## config.mk

```make
export PLATFORM = sky130hd
export DESIGN_NAME = uart_mem_dump
export DESIGN_NICKNAME = d
export VERILOG_FILES = /design/src/rtl/uart_mem_dump.sv
export SDC_FILE = /design/constraint.sdc
export NUM_CORES = 1
export LEC_CHECK = 0
export BUFFER_PORTS_ARGS = -buffer_cell sky130_fd_sc_hd__buf_4
export CAP_MARGIN = 20
export CORE_MARGIN = 2
export CORE_UTILIZATION = 35
export CTS_BUF_LIST = sky130_fd_sc_hd__clkbuf_8
export DETAILED_ROUTE_END_ITERATION = 7
export SLEW_MARGIN = 20
export SYNTH_ARGS = -nofsm -noshare
export SYNTH_HDL_FRONTEND = slang
export SYNTH_SLANG_ARGS = --single-unit
export TNS_END_PERCENT = 100
```

## constraint.sdc

```tcl
create_clock -name clk -period 2.3 [get_ports clk]
set_input_delay 0.115 -clock clk [delete_from_list [all_inputs] [get_ports clk]]
set_output_delay 0.115 -clock clk [all_outputs]
set_load 0.03 [all_outputs]
```

## src/rtl/uart_mem_dump.sv

```systemverilog
// rtl/uart_mem_dump.sv - streams a word-addressed memory range out of a UART, 4 bytes per word LSB first
module uart_mem_dump #(
   parameter int BAUD_DIV = 87,
   parameter int ADDR_W   = 14
) (
   input  logic              clk,
   input  logic              reset,
   input  logic              start,
   input  logic [ADDR_W-1:0] start_addr,
   input  logic [ADDR_W-1:0] end_addr,
   output logic              mem_rd,
   output logic [ADDR_W-1:0] mem_addr,
   input  logic [31:0]       mem_dout,
   output logic              tx,
   output logic              busy,
   output logic              done
);

   localparam int CW = (BAUD_DIV > 1) ? $clog2(BAUD_DIV) : 1;

   typedef enum logic [2:0] {
      IDLE, READ, CAPTURE, START_BIT, DATA_BITS, STOP_BIT, NEXT
   } state_t;

   state_t            state, state_nxt;
   logic [CW-1:0]     baud_cnt;
   logic [2:0]        bit_idx;
   logic [1:0]        byte_idx;
   logic [ADDR_W-1:0] addr, last_addr;
   logic [31:0]       shift;
   logic              baud_end, last_word;

   assign baud_end  = (baud_cnt == CW'(BAUD_DIV - 1));
   assign last_word = (addr == last_addr);

   always_comb begin
      state_nxt = state;
      case (state)
         IDLE:      if (start && !(end_addr < start_addr)) state_nxt = READ;
         READ:      state_nxt = CAPTURE;
         CAPTURE:   state_nxt = START_BIT;
         START_BIT: if (baud_end) state_nxt = DATA_BITS;
         DATA_BITS: if (baud_end && bit_idx == 3'd7) state_nxt = STOP_BIT;
         STOP_BIT:  if (baud_end) state_nxt = (byte_idx == 2'd3) ? NEXT : START_BIT;
         NEXT:      state_nxt = last_word ? IDLE : READ;
         default:   state_nxt = IDLE;
      endcase
   end

   always_ff @(posedge clk or negedge reset) begin
      if (!reset) begin
         state     <= IDLE;
         tx        <= 1'b1;
         busy      <= 1'b0;
         done      <= 1'b0;
         mem_rd    <= 1'b0;
         mem_addr  <= '0;
         addr      <= '0;
         last_addr <= '0;
         shift     <= '0;
         baud_cnt  <= '0;
         bit_idx   <= '0;
         byte_idx  <= '0;
      end else begin
         state  <= state_nxt;
         mem_rd <= (state_nxt == READ);
         done   <= 1'b0;
         if (state inside {START_BIT, DATA_BITS, STOP_BIT} && !baud_end)
            baud_cnt <= baud_cnt + 1'b1;
         else
            baud_cnt <= '0;
         // tx is loaded with the level of the bit that the next state transmits
         case (state)
            IDLE: if (start) begin
               addr      <= start_addr;
               last_addr <= end_addr;
               if (end_addr < start_addr) begin
                  done <= 1'b1;
               end else begin
                  busy     <= 1'b1;
                  mem_addr <= start_addr;
               end
            end
            CAPTURE: begin
               shift <= mem_dout;
               tx    <= 1'b0;
            end
            START_BIT: if (baud_end) tx <= shift[0];
            DATA_BITS: if (baud_end) begin
               shift   <= shift >> 1;
               bit_idx <= bit_idx + 1'b1;
               tx      <= (bit_idx == 3'd7) ? 1'b1 : shift[1];
            end
            STOP_BIT: if (baud_end) begin
               byte_idx <= byte_idx + 1'b1;
               tx       <= (byte_idx == 2'd3);
            end
            NEXT: if (last_word) begin
               busy <= 1'b0;
               done <= 1'b1;
            end else begin
               addr     <= addr + 1'b1;
               mem_addr <= addr + 1'b1;
            end
            default: ;
         endcase
      end
   end

endmodule

```

## Word level (Yosys, flattened, before mapping)

Cells that the tools add are included.

| storage, ports and cells | value |
|---|---|
| output and inout bits | 18 |
| register bits after elaboration | 93 |
| logic and storage cells | 82 |
| input port bits | 63 |

| cells by class | value |
|---|---|
| $add $sub $neg | 4 |
| magnitude comparators | 1 |
| equality and inequality tests | 18 |
| muxes and demuxes | 29 |
| reductions and logical operators | 18 |

Operator list:

| operator | number |
|---|---|
| 32-bit one-hot mux with 2 select lines | 1 |
| 14-bit 2-to-1 mux | 4 |
| 14-bit one-hot mux with 2 select lines | 2 |
| 32-bit 2-to-1 mux | 1 |
| 3-bit one-hot mux with 7 select lines | 1 |
| 3-bit 2-to-1 mux | 5 |
| 14-bit by 1-bit adder with 14-bit output (second input constant) | 1 |
| 14-bit == test | 1 |
| 14-bit < comparator | 1 |
| 2-bit != test (second input constant) | 7 |
| 3-bit == test (second input constant) | 4 |
| 4-bit AND reduction | 3 |
| 1-bit 2-to-1 mux | 11 |
| 2-bit AND reduction | 4 |
| 7-bit by 1-bit adder with 7-bit output (second input constant) | 1 |
| 7-bit == test (second input constant) | 1 |
| 7-bit 2-to-1 mux | 1 |
| 3-bit by 1-bit == test with 1-bit output (second input constant) | 2 |
| 3-bit by 2-bit == test with 1-bit output (second input constant) | 2 |
| 1-bit one-hot mux with 2 select lines | 2 |
| 1-bit one-hot mux with 4 select lines | 1 |
| 2-bit nonzero test | 2 |
| 4-bit nonzero test | 1 |
| 3-bit by 1-bit adder with 3-bit output (second input constant) | 1 |
| other kinds (7) | 10 |

## Logic depth before layout (Yosys ltp)

Gate-level depths: netlist (run 1).

| logic depth | value |
|---|---|
| word-level depth | 6 |
| mapped depth | 9 |
| depth with buffers taken out | 8 |

## Least setup slack after synthesis (run 1)

OpenSTA, ideal clock, no wires.

| path | value |
|---|---|
| path type | register -> register |
| start | register addr[9] |
| end | register mem_addr[10] |
| path buffers | 1 |
| period minus slack after synthesis | 2.048 ns |
| setup time | 0.125 ns |
| path slack | 0.252 ns |
| data required time | 2.175 ns |
| arrival | 1.923 ns |
| cell stages (with the launch flop) | 8 |
| cell sequence | dfrtp_1 > xnor2_1 > nand4_2 > nor4_4 > or2b_1 > a21boi_4 > buf_12 > mux2_4 |

| on the way | value |
|---|---|
| cells in the longest elaborated chain, start to end | 3 |
| elaborated cells between the ends (all ways) | 6 |
| those cells by class | add/sub (1); eq/ne (2); mux (2); reduce/logical (1) |

RTL lines:

| element | line | RTL |
|---|---|---|
| start: declaration | 29 | `logic [ADDR_W-1:0] addr, last_addr;` |
| start signal: assignment | 75 | `addr <= start_addr;` |
| start signal: assignment | 102 | `addr <= addr + 1'b1;` |
| 14-bit by 1-bit adder with 14-bit output / 14-bit == test (equally long branches) | 103, 34 |  |
| 14-bit 2-to-1 mux / 2-bit != test (equally long branches) | n/a |  |
| 14-bit one-hot mux with 2 select lines / 4-bit AND reduction (equally long branches) | n/a |  |
| end signal: assignment | 81 | `mem_addr <= start_addr;` |
| end signal: assignment | 103 | `mem_addr <= addr + 1'b1;` |
| end: declaration | 12 | `output logic [ADDR_W-1:0] mem_addr,` |

Parallel ways exist; a longest one is shown, timed or not. The select of a mux whose other input is x is not followed.
A chain may end at the register's enable or synchronous reset.

## Worst setup path in the final report (run 1)

| path | value |
|---|---|
| start | input port end_addr[9] |
| end | register mem_addr[13] |

| on the way | value |
|---|---|
| cells in the longest elaborated chain, start to end | 3 |

RTL lines:

| element | line | RTL |
|---|---|---|
| start: declaration | 10 | `input logic [ADDR_W-1:0] end_addr,` |
| 14-bit < comparator | 77 | `if (end_addr < start_addr) begin` |
| 2-bit != test (no source line) | n/a |  |
| 4-bit AND reduction (no source line) | n/a |  |

No other way between the ends.

==> reports/metrics.csv, run 1 <==
stage,metric,value,unit
status,status,completed,
placement,place.gp.congestion,0.857,
final_layout,syn_to_final_growth,25.1,%
timing,finalHoldViolCount,0,
yosys,synth_cell_types,49,
yosys,ys_warn_count,0,
detailed_routing,drtPass1Iterations,5,
timing,period_minus_slack,2.24,ns
timing,setup_violations,0,
power,vdd_drop_max,0.355,mV
floorplanning,coreArea,0.0138,mm2
setup_path,crit_arrival,2.50,ns
placement,dp_hpwl,8170,um
min_path,hold_start,mem_dout[14],
yosys,synth_top_family_by_area,simple AND/OR/NAND/NOR gates,
power,leakage,2.79,nW
floorplanning,initial_core_util,35.7,%
detailed_routing,antenna_left,0,
timing,skew,0.0117,ns
yosys,synthSimpleGateAreaFrac,15.2,%
detailed_routing,wirelength,11200,um
cts,cts_sinks,93,
cts,cts_tree,yes,
floorplanning,fp.dieW,123,um
yosys,yosysTopAreaCell,dfrtp_1,
global_route,grt_pass1_wl,18300,um
min_path,hold_path_end,shift[14],
detailed_routing,drtIter0Drc,227,
min_path,hold_depth,3,
setup_path,rr_worst_depth,6,
run,drv_cap,0,
setup_path,startpoint_type,input port,
yosys,async_flop_share,100,%
yosys,synthesis.nets,579,
yosys,synth-adder-area-share,4.81,%
final_layout,n_fill_cell,1337,
final_layout,multi_input_area,0.00242,mm2
detailed_routing,drc,0,
yosys,ys_seq_area_share,47.1,%
setup_path,cp_cell_sequence,dlygate4sd3_1 > buf_4 > ha_1 > o21ai_0 > o21ai_0 > a311oi_2 > o21ai_2 > a21boi_4 > buf_12 > mux2_2,
timing,maxSlewHeadroom,44.8,%
setup_path,cp_top_family,compound AO/OA/AOI/OAI gates,
setup_path,worstSetupEndpointType,flip-flop,
yosys,synthFlopType,dfrtp_1,
yosys,postSynthCellCount,497,
final_layout,ff_latch_area,0.00233,mm2
yosys,synth.top_cell.area_share,46.6,%
final_layout,n_antenna_cell,0,
min_path,hp-class,input port to flip-flop,
global_route,antenna_found_initial,0,
yosys,synth-seq-cells,93,
cts,clk_path_buf_depth,2,
detailed_routing,via_per_inst,4.86,
global_route,grtUsageTotal,15.8,%
setup_path,r2r_slack,0.16,ns
setup_path,cp.required,2.56,ns
detailed_routing,vias,3769,
timing,slew_viol_final,0,
setup_path,crit_top_cell,o21ai_0,
final_layout,drive_gt1_share,25.4,%
floorplanning,io_pins,81,
final_layout,final_nets,672,
yosys,synth.avg_cell_area,9.94,um2
cts,cts-buffers-inserted,9,
floorplanning,die_area,0.0151,mm2
setup_path,critPathKind,input port to flip-flop,
yosys,synthMuxAreaShare,13.1,%
detailed_routing,wl_per_cell,14.5,um
cts,cts.clk_slew.worst_paths,0.09,ns
setup_path,cpPeakStageDelay,0.54,ns
global_route,first_global_vias,3806,
timing,rsz0062_at_grt,no,
global_route,grt_max_degree,63,
global_route,grt_overflow_total,0,
setup_path,r2r-start,addr[7],
placement,port_buffers,80,
yosys,yosys.area_share.xor_xnor,5.83,%
timing,tns,0,ns
timing,post-route-period-util,97.5,%
yosys,synth_edf_count,0,
timing,tightest_slew,0.828,ns
final_layout,fin_area,0.00618,mm2
yosys,synthTopCellsByArea,"dfrtp_1, mux2i_1, nand2_1",
timing,fmaxAchievable,446,MHz
setup_path,r2r-end,addr[10],
floorplanning,die_y,123,um
yosys,syn_area,0.00494,mm2
setup_path,crit_slowest_cell,dlygate4sd3_1,
power,power.density,532,mW/mm2
yosys,synth_compound_area_share,9.68,%
setup_path,critPathBufInv,3,
setup_path,cp_max_fo,15,
placement,placed_cell_area,0.00578,mm2
cts,htree_levels,3,
cts,clock_latency,0.38,ns
cts,cts_root_buffer,clkbuf_8,
floorplanning,rows,43,
kinds of logic after synthesis:
family	count (synthesis)
DFF	93
adders and majority gates	19
and+or+nand+nor	164
xor gates and xnor gates	32
buffers and inverters	46
muxes	59
AOI/OAI and AO/OA	84
metal layers:
layer / routed length (um) / up-vias / share of wire [%] / GRT usage (%)
met2: 5530 / 93 / 49 / 26.9
li1: - / 1869 / - / -
met1: 4720 / 1795 / 42 / 18.4
met3: 846 / 12 / 7.5 / 6.27
met5: 0 / - / 0 / 0
met4: 150 / 0 / 1.3 / 4.31
metrics by stage:
| step | utilization, % | power, mW | worst slack, ns | std cells | hold slack [ns] |
|---|---|---|---|---|---|
| floorplan | - | 1.89 | 0.252 | 497 | -0.181 |
| global placement | 41.8 | 2.05 | 0.0395 | 742 | 0.163 |
| detailed placement | 41.8 | 2.06 | -0.0179 | 742 | 0.172 |
| CTS | 44.5 | 3.33 | 0.0199 | 773 | 0.00485 |
| global route | 44.7 | 3.46 | 0.00460 | 775 | 0.0152 |
| finish | 44.7 | 3.29 | 0.0580 | 775 | 0.0296 |
cell type report:
cell class	instances	area share, %
timing repair buffer	109	14.7
inverter	19	1.15
tap	180	3.65
clock buffer	10	2.23
sequential	93	37.7
multi-input combinational	358	39.2
clock inverter	6	1.40
cells in the final DEF (no fill, tap or decap), types with 4 or more instances in the layout:
cell type | synthesis | routed
dlygate4sd3_1 | 0 | 15
buf_4 | 0 | 90
xor2_1 | 8 | 8
mux2_4 | 7 | 7
o21ai_0 | 21 | 21
buf_12 | 1 | 4
xnor2_1 | 23 | 23
nand3_1 | 7 | 7
inv_1 | 19 | 20
dfrtp_1 | 92 | 92
nand2_1 | 70 | 70
mux2_2 | 19 | 19
nand4_1 | 5 | 5
mux2i_1 | 33 | 33
ha_1 | 19 | 19
nor2_1 | 56 | 55
clkbuf_8 | 0 | 10
a21oi_1 | 47 | 47
nor2b_1 | 4 | 4
and3_1 | 5 | 5
worst min-delay path, cell delays in order:
cell     delay [ns]
buf_4          0.08
mux2i_1        0.05
a21oi_1        0.13
cells in the mapped netlist, types with 2 or more instances:
master    number
nand2_1       70
a21o_1         2
mux2i_1       33
nor2b_1        4
and3_1         5
mux2_4         7
inv_1         19
or2_2          2
dfrtp_1       92
a22oi_1        2
a21oi_1       47
xnor2_1       23
nand3_1        7
nand4_1        5
xor2_1         8
o21ai_2        2
ha_1          19
mux2_2        19
nand4_2        2
clkbuf_1      15
nor2_1        56
o22ai_1        2
buf_2          9
and2_1         2
o21ai_0       21
sequential cells by signal, summed over array words and instances, names as in the netlist:
| signal | count |
|---|---|
| mem_addr | 14 |
| bit_idx | 3 |
| mem_rd | 1 |
| tx | 1 |
| shift | 32 |
| state | 3 |
| busy | 1 |
| done | 1 |
| baud_cnt | 7 |
| byte_idx | 2 |
| addr | 14 |
| last_addr | 14 |
power by group:
group	leakage, nW	internal [mW]	switching (mW)	total, mW
combinational	1.60	0.180	0.158	0.338
sequential	1.07	1.68	0.0345	1.72
clock	0.118	0.642	0.590	1.23
worst max path at each step:
| stage | from | cells after the start | endpoint |
|---|---|---|---|
| final | end_addr[9] | 10 | mem_addr[13] |
| after global routing | end_addr[9] | 10 | mem_addr[13] |
| after CTS | end_addr[2] | 10 | mem_addr[13] |
| after detailed placement | start_addr[7] | 10 | mem_addr[5] |
| after global placement | start_addr[7] | 10 | mem_addr[13] |
| after floorplan | addr[9] | 7 | mem_addr[10] |
repair_timing:
item | 4_1_cts | 5_1_grt
hold buffers | 15 | 0
endpoints found under the setup margin | 0 | 13
hold endpoints to repair | 58 | 0
buffers inserted | 0 | 2
resized for setup | 0 | 2
No activity file was read; power rests on OpenSTA's default activity.
==> inputs of run 2 (changes only) <==
--- a/config.mk
+++ b/config.mk
@@ -11,6 +11,7 @@
 export CORE_UTILIZATION = 35
 export CTS_BUF_LIST = sky130_fd_sc_hd__clkbuf_8
 export DETAILED_ROUTE_END_ITERATION = 7
+export PLACE_DENSITY = 0.57
 export SLEW_MARGIN = 20
 export SYNTH_ARGS = -nofsm -noshare
 export SYNTH_HDL_FRONTEND = slang
==> reports/metrics.csv, run 2 (synthesized netlist as in run 1, its figures left out) <==
stage,metric,value,unit,change
status,status,completed,,
setup_path,critPathKind,input port to flip-flop,,
floorplanning,initial_core_util,35.7,%,unchanged
final_layout,final_common_cell,buf_4,,
setup_path,startpoint_type,input port,,
cts,cts_sinks,93,,unchanged
floorplanning,die_area,0.0151,mm2,unchanged
global_route,antenna_found_initial,0,,unchanged
cts,cts_tree,yes,,
setup_path,crit_path_end,mem_addr[8],,
min_path,hp-class,input port to flip-flop,,
cts,cts-buffers-inserted,9,,unchanged
detailed_routing,vias,3746,,-0.61%
floorplanning,coreArea,0.0138,mm2,unchanged
placement,pre_cts_ws,0.0394,ns,+0.0574 ns
final_layout,layout_common_cells,"buf_4, dfrtp_1, nand2_1",,
detailed_routing,via_per_inst,4.78,,-1.6%
timing,tightest_slew,0.800,ns,-0.0287 ns
final_layout,final_util,45.4,%,+0.74 points
global_route,grt_max_degree,63,,unchanged
cts,clock_latency,0.37,ns,about the same
placement,dp_hpwl,8280,um,+1.4%
detailed_routing,drtPass1Iterations,4,,-1
cts,cts.clk_slew.worst_paths,0.09,ns,about the same
setup_path,rr_worst_depth,8,,+2
power,power.density,522,mW/mm2,-2.0%
timing,rsz0062_at_grt,no,,
placement,place.gp.congestion,0.874,,+1.9%
setup_path,r2r_slack,0.12,ns,-0.04 ns
global_route,first_global_vias,3747,,-1.6%
detailed_routing,wirelength,11300,um,+0.29%
setup_path,worstSetupEndpointType,flip-flop,,
timing,fmaxAchievable,445,MHz,-0.22%
setup_path,r2r-start,addr[1],,
global_route,grtUsageTotal,15.6,%,-0.16 points
floorplanning,io_pins,81,,unchanged
timing,maxSlewHeadroom,46.7,%,+1.9 points
setup_path,r2r-end,mem_addr[8],,
cts,htree_levels,3,,unchanged
power,leakage,2.84,nW,+2.0%
timing,period_minus_slack,2.25,ns,+0.00499 ns
timing,skew,0.0105,ns,-0.00126 ns
global_route,grt_pass1_wl,18200,um,-0.34%
timing,setup_violations,0,,unchanged
placement,placed_cell_area,0.00580,mm2,+0.43%
setup_path,cp.required,2.56,ns,about the same
detailed_routing,drtIter0Drc,131,,-42%
setup_path,cp-startpoint,end_addr[8],,
detailed_routing,wl_per_cell,14.4,um,-0.73%
timing,finalHoldViolCount,0,,unchanged
final_layout,top_register,shift,,
timing,tns,0,ns,unchanged
power,vdd_drop_max,0.455,mV,+28%
detailed_routing,drc,0,,unchanged
setup_path,cp_max_fo,8,,-7
cts,cts_root_buffer,clkbuf_8,,
placement,port_buffers,80,,unchanged
setup_path,crit_arrival,2.51,ns,about the same
floorplanning,rows,43,,unchanged
final_layout,final_nets,680,,+1.2%
final_layout,fin_area,0.00628,mm2,+1.7%
timing,slew_viol_final,0,,unchanged
min_path,hold_depth,3,,unchanged
final_layout,syn_to_final_growth,27.2,%,
detailed_routing,antenna_left,0,,unchanged
floorplanning,die_y,123,um,unchanged
cts,clk_path_buf_depth,2,,unchanged
timing,post-route-period-util,97.7,%,+0.22 points
run,drv_cap,0,,unchanged
global_route,grt_overflow_total,0,,unchanged
final_layout,largest_reg_flops,32,,unchanged
floorplanning,fp.dieW,123,um,unchanged
final_layout,n_antenna_cell,0,,unchanged
final_layout,drive_gt1_share,27.0,%,+1.7 points
timing,timing.final.ws_setup,0.0530,ns,-0.00499 ns
==> run 2: changes by cell type in the layout (fill, tap and decap cells not counted), sizes merged <==
cell	previous run	this run
buf	94	102
clkinvlp	0	2
clkbuf	10	9
inv	21	20
==> run 2: final cells by class <==
class | count | area [um2]
sequential | 93 | 2330
clock buffer | 9 | 124
fill | 1361 | 7550
multi-input combinational | 358 | 2440
clock inverter | 7 | 97.6
tap | 180 | 225
timing repair buffer | 117 | 991
inverter | 19 | 71.3
==> run 2: worst min path at each step <==
| stage | start | end | slack [ns] |
|---|---|---|---|
| 6_report | mem_dout[8] | shift[8] | 0.03 |
| 5_1_grt | mem_dout[13] | shift[13] | 0.007 |
| 4_1_cts | mem_dout[4] | shift[4] | 0.005 |
| 3_5_place_dp | reset | mem_addr[9] | 0.26 |
| 3_3_place_gp | reset | mem_addr[9] | 0.25 |
| 2_1_floorplan | reset | addr[0] | -0.18 |
==> run 2: layer usage <==
| metal | GRT usage [%] | part of all wire, % | up-vias |
|---|---|---|---|
| met2 | 25.8 | 49 | 91 |
| li1 | - | - | 1881 |
| met1 | 19.0 | 43 | 1761 |
| met5 | 0 | 0 | - |
| met3 | 5.99 | 6.7 | 13 |
| met4 | 4.31 | 1.4 | 0 |
==> run 2: per-stage QoR <==
stage	std cells	power [mW]	hold WS, ns
after floorplan	497	1.89	-0.181
after global placement	747	2.05	0.251
after detailed placement	747	2.07	0.257
after CTS	778	3.33	0.00500
after global routing	783	3.45	0.00656
final	783	3.28	0.0297
==> run 2: power breakdown <==
part	internal [mW]	switching, mW	leakage, nW
Clock	0.615	0.602	0.106
Sequential	1.68	0.0353	1.07
Combinational	0.183	0.158	1.67
Total	2.48	0.795	2.84
==> run 2: repair_timing <==
| action | CTS | global route |
|---|---|---|
| buffers inserted | 0 | 5 |
| endpoints found under the hold margin | 71 | 0 |
| endpoints found under the setup margin | 0 | 13 |
| resized for setup | 0 | 10 |
| hold buffers | 15 | 0 |
==> run 2: worst max-delay path, stage by stage <==
cell	delay (ns)
dlygate4sd3_1	0.54
buf_4	0.14
ha_1	0.28
o21ai_1	0.12
o21ai_1	0.09
a311oi_2	0.32
o21ai_2	0.14
a21boi_4	0.17
buf_12	0.15
buf_12	0.13
mux2_4	0.29
==> inputs of run 3 (changes only) <==
--- a/config.mk
+++ b/config.mk
@@ -11,7 +11,7 @@
 export CORE_UTILIZATION = 35
 export CTS_BUF_LIST = sky130_fd_sc_hd__clkbuf_8
 export DETAILED_ROUTE_END_ITERATION = 7
-export PLACE_DENSITY = 0.57
+export PLACE_DENSITY = 0.59
 export SLEW_MARGIN = 20
 export SYNTH_ARGS = -nofsm -noshare
 export SYNTH_HDL_FRONTEND = slang
==> constraint.sdc (replaced) <==
create_clock -name clk -period 2 [get_ports clk]
set_input_delay 0.1 -clock clk [delete_from_list [all_inputs] [get_ports clk]]
set_output_delay 0.1 -clock clk [all_outputs]
set_load 0.03 [all_outputs]
==> reports/metrics.csv, run 3 (synthesized netlist as in run 1, its figures left out) <==
stage,metric,value,unit,change
power,p_sw,0.923,mW,+16%
global_route,grt_overflow_total,0,,unchanged
detailed_routing,wl_per_cell,14.6,um,+1.1%
floorplanning,rows,43,,unchanged
power,vdd_drop_max,0.486,mV,+6.9%
final_layout,drive_gt1_share,30.5,%,+3.5 points
timing,hold_ws,0.0203,ns,-0.00945 ns
detailed_routing,drtPass1Iterations,4,,unchanged
detailed_routing,wirelength,12000,um,+6.5%
setup_path,rr_worst_depth,7,,-1
min_path,hp-class,input port to flip-flop,,
setup_path,cp_max_fo,16,,+8
timing,slew_viol_final,0,,unchanged
placement,pre_cts_ws,-0.313,ns,-0.352 ns
cts,cts_root_buffer,clkbuf_8,,
power,power_frac_seq,50.3,%,-2.2 points
cts,clk_path_buf_depth,2,,unchanged
setup_path,crit_path_end,mem_addr[13],,
floorplanning,die_y,123,um,unchanged
setup_path,critPathKind,flip-flop to flip-flop,,
setup_path,r2r-end,mem_addr[13],,
floorplanning,initial_core_util,35.7,%,unchanged
detailed_routing,antenna_left,0,,unchanged
detailed_routing,vias,3959,,+5.7%
status,violations,setup timing,,
setup_path,r2r-start,last_addr[9],,
global_route,first_global_vias,4032,,+7.6%
placement,placed_cell_area,0.00605,mm2,+4.3%
placement,dp_hpwl,8700,um,+5.1%
run,drv_cap,0,,unchanged
power,swShare,23.5,%,-0.80 points
setup_path,cp_cell_sequence,xnor2_1 > nand4_2 > nor4_4 > or2b_1 > a21boi_4 > buf_12 > mux2_2,,
power,p_total,3.93,mW,+20%
global_route,grt_max_degree,38,,-40%
timing,setup_violations,13,,+13
final_layout,fin_area,0.00667,mm2,+6.2%
final_layout,top_register,shift,,
final_layout,ff_latch_area,0.00233,mm2,+0.11%
placement,place.gp.congestion,0.931,,+6.6%
floorplanning,coreArea,0.0138,mm2,unchanged
timing,period_minus_slack,2.10,ns,
cts,clock_latency,0.38,ns,about the same
floorplanning,die_area,0.0151,mm2,unchanged
final_layout,n_fill_cell,1320,,-3.0%
final_layout,finalNonFillerCells,825,,+5.4%
power,power.density,589,mW/mm2,+13%
cts,cts_tree,yes,,
detailed_routing,drc,0,,unchanged
timing,rsz0062_at_grt,yes,,
timing,maxSlewHeadroom,63.5,%,+17 points
timing,finalHoldViolCount,0,,unchanged
timing,post-route-period-util,105,%,
setup_path,cp.depth,7,,-4
final_layout,layout_common_cells,"buf_4, dfrtp_1, nand2_1",,
setup_path,startpoint_type,flip-flop,,
detailed_routing,drtIter0Drc,152,,+16%
detailed_routing,via_per_inst,4.80,,+0.31%
setup_path,cpPeakStageDelay,0.41,ns,-0.13 ns
placement,dpl.cell_count,777,,+4.0%
power,power_frac_comb,11.3,%,+0.9 points
global_route,grtUsageTotal,16.7,%,+1.1 points
global_route,grt_pass1_wl,19300,um,+6.0%
setup_path,worstSetupEndpointType,flip-flop,,
status,status,finished with violations,,
placement,port_buffers,80,,unchanged
timing,fmaxAchievable,477,MHz,
final_layout,final_common_cell,buf_4,,
cts,cts.clk_slew.worst_paths,0.09,ns,about the same
final_layout,multi_input_area,0.00248,mm2,+1.5%
final_layout,n_antenna_cell,0,,unchanged
floorplanning,io_pins,81,,unchanged
floorplanning,fp.dieW,123,um,unchanged
setup_path,crit_slowest_cell,dfrtp_1,,
timing,timing.final.ws_setup,-0.0955,ns,-0.149 ns
power,p_int,3.01,mW,+21%
timing,skew,0.0107,ns,+0.000256 ns
setup_path,cp-startpoint,last_addr[9],,
setup_path,cp_top_family,simple AND/OR/NAND/NOR gates,,
cts,cts-buffers-inserted,9,,unchanged
setup_path,critPathBufInv,1,,-3
global_route,antenna_found_initial,0,,unchanged
cts,cts_sinks,93,,unchanged
setup_path,r2r_slack,-0.1,ns,-0.22 ns
final_layout,largest_reg_flops,32,,unchanged
final_layout,final_nets,722,,+6.2%
final_layout,syn_to_final_growth,35.1,%,
cts,htree_levels,3,,unchanged
power,p_clk_share,38.5,%,+1.3 points
setup_path,cp.required,2.27,ns,-0.29 ns
setup_path,crit_arrival,2.37,ns,-0.14 ns
power,leakage,3.08,nW,+8.2%
timing,tightest_slew,0.546,ns,-0.254 ns
run 3: changes by cell type in the layout (fill, tap and decap cells not counted), sizes merged:
cell	before	now
dlygate4sd3	15	28
buf	102	131
bufinv	2	3
clkinvlp	2	1
run 3: worst min-delay path by stage:
stage	from	endpoint	slack (ns)	cells after the start
2_1_floorplan	reset	addr[0]	-0.20	0
3_3_place_gp	reset	mem_rd	0.10	1
3_5_place_dp	reset	mem_rd	0.10	1
4_1_cts	mem_dout[10]	shift[10]	0.001	3
5_1_grt	mem_dout[30]	shift[30]	0.005	3
6_report	mem_dout[10]	shift[10]	0.02	3
run 3: timing repair:
item / 4_1_cts / 5_1_grt
pin swaps: 2 / 1
endpoints found under the hold margin: 61 / 0
hold buffers: 28 / 0
cloned: 0 / 0
resized for setup: 4 / 12
buffers inserted: 0 / 4
endpoints found under the setup margin: 25 / 19
run 3: routing by layer:
| layer | GRT usage (%) | vias to the layer above | share of wire, % |
|---|---|---|---|
| li1 | - | 1973 | - |
| met1 | 19.7 | 1878 | 42 |
| met2 | 28.6 | 90 | 49 |
| met3 | 5.20 | 18 | 6.4 |
| met4 | 6.03 | 0 | 2.2 |
| met5 | 0 | - | 0 |
run 3: cell type report:
type	count	area share, %
clock inverter	7	1.73
sequential	93	34.9
clock buffer	9	1.86
tap	180	3.38
inverter	19	1.07
timing repair buffer	159	19.9
multi-input combinational	358	37.2
run 3: power groups by stage:
| stage | Clock (mW) | Sequential, mW | Combinational [mW] |
|---|---|---|---|
| 5_1_grt | 1.66 | 1.98 | 0.493 |
| 3_5_place_dp | 0 | 2.01 | 0.396 |
| 4_1_cts | 1.57 | 1.97 | 0.442 |
| 3_3_place_gp | 0 | 2.01 | 0.385 |
| 6_report | 1.51 | 1.98 | 0.443 |
| 2_1_floorplan | 0 | 2.01 | 0.157 |
run 3: worst reg2reg max path, stage by stage, from the launching register on:
cell and delay, ns:
dfrtp_1 0.41, xnor2_1 0.21, nand4_2 0.15, nor4_4 0.32
or2b_1 0.17, a21boi_4 0.19, buf_12 0.18, mux2_2 0.35
run 3: per-stage QoR:
stage,setup TNS [ns],utilization (%)
floorplan,-0.144,-
global placement,-3.00,43.8
detailed placement,-5.20,43.8
CTS,-0.968,47.7
global route,-1.80,48.2
finish,-0.952,48.2
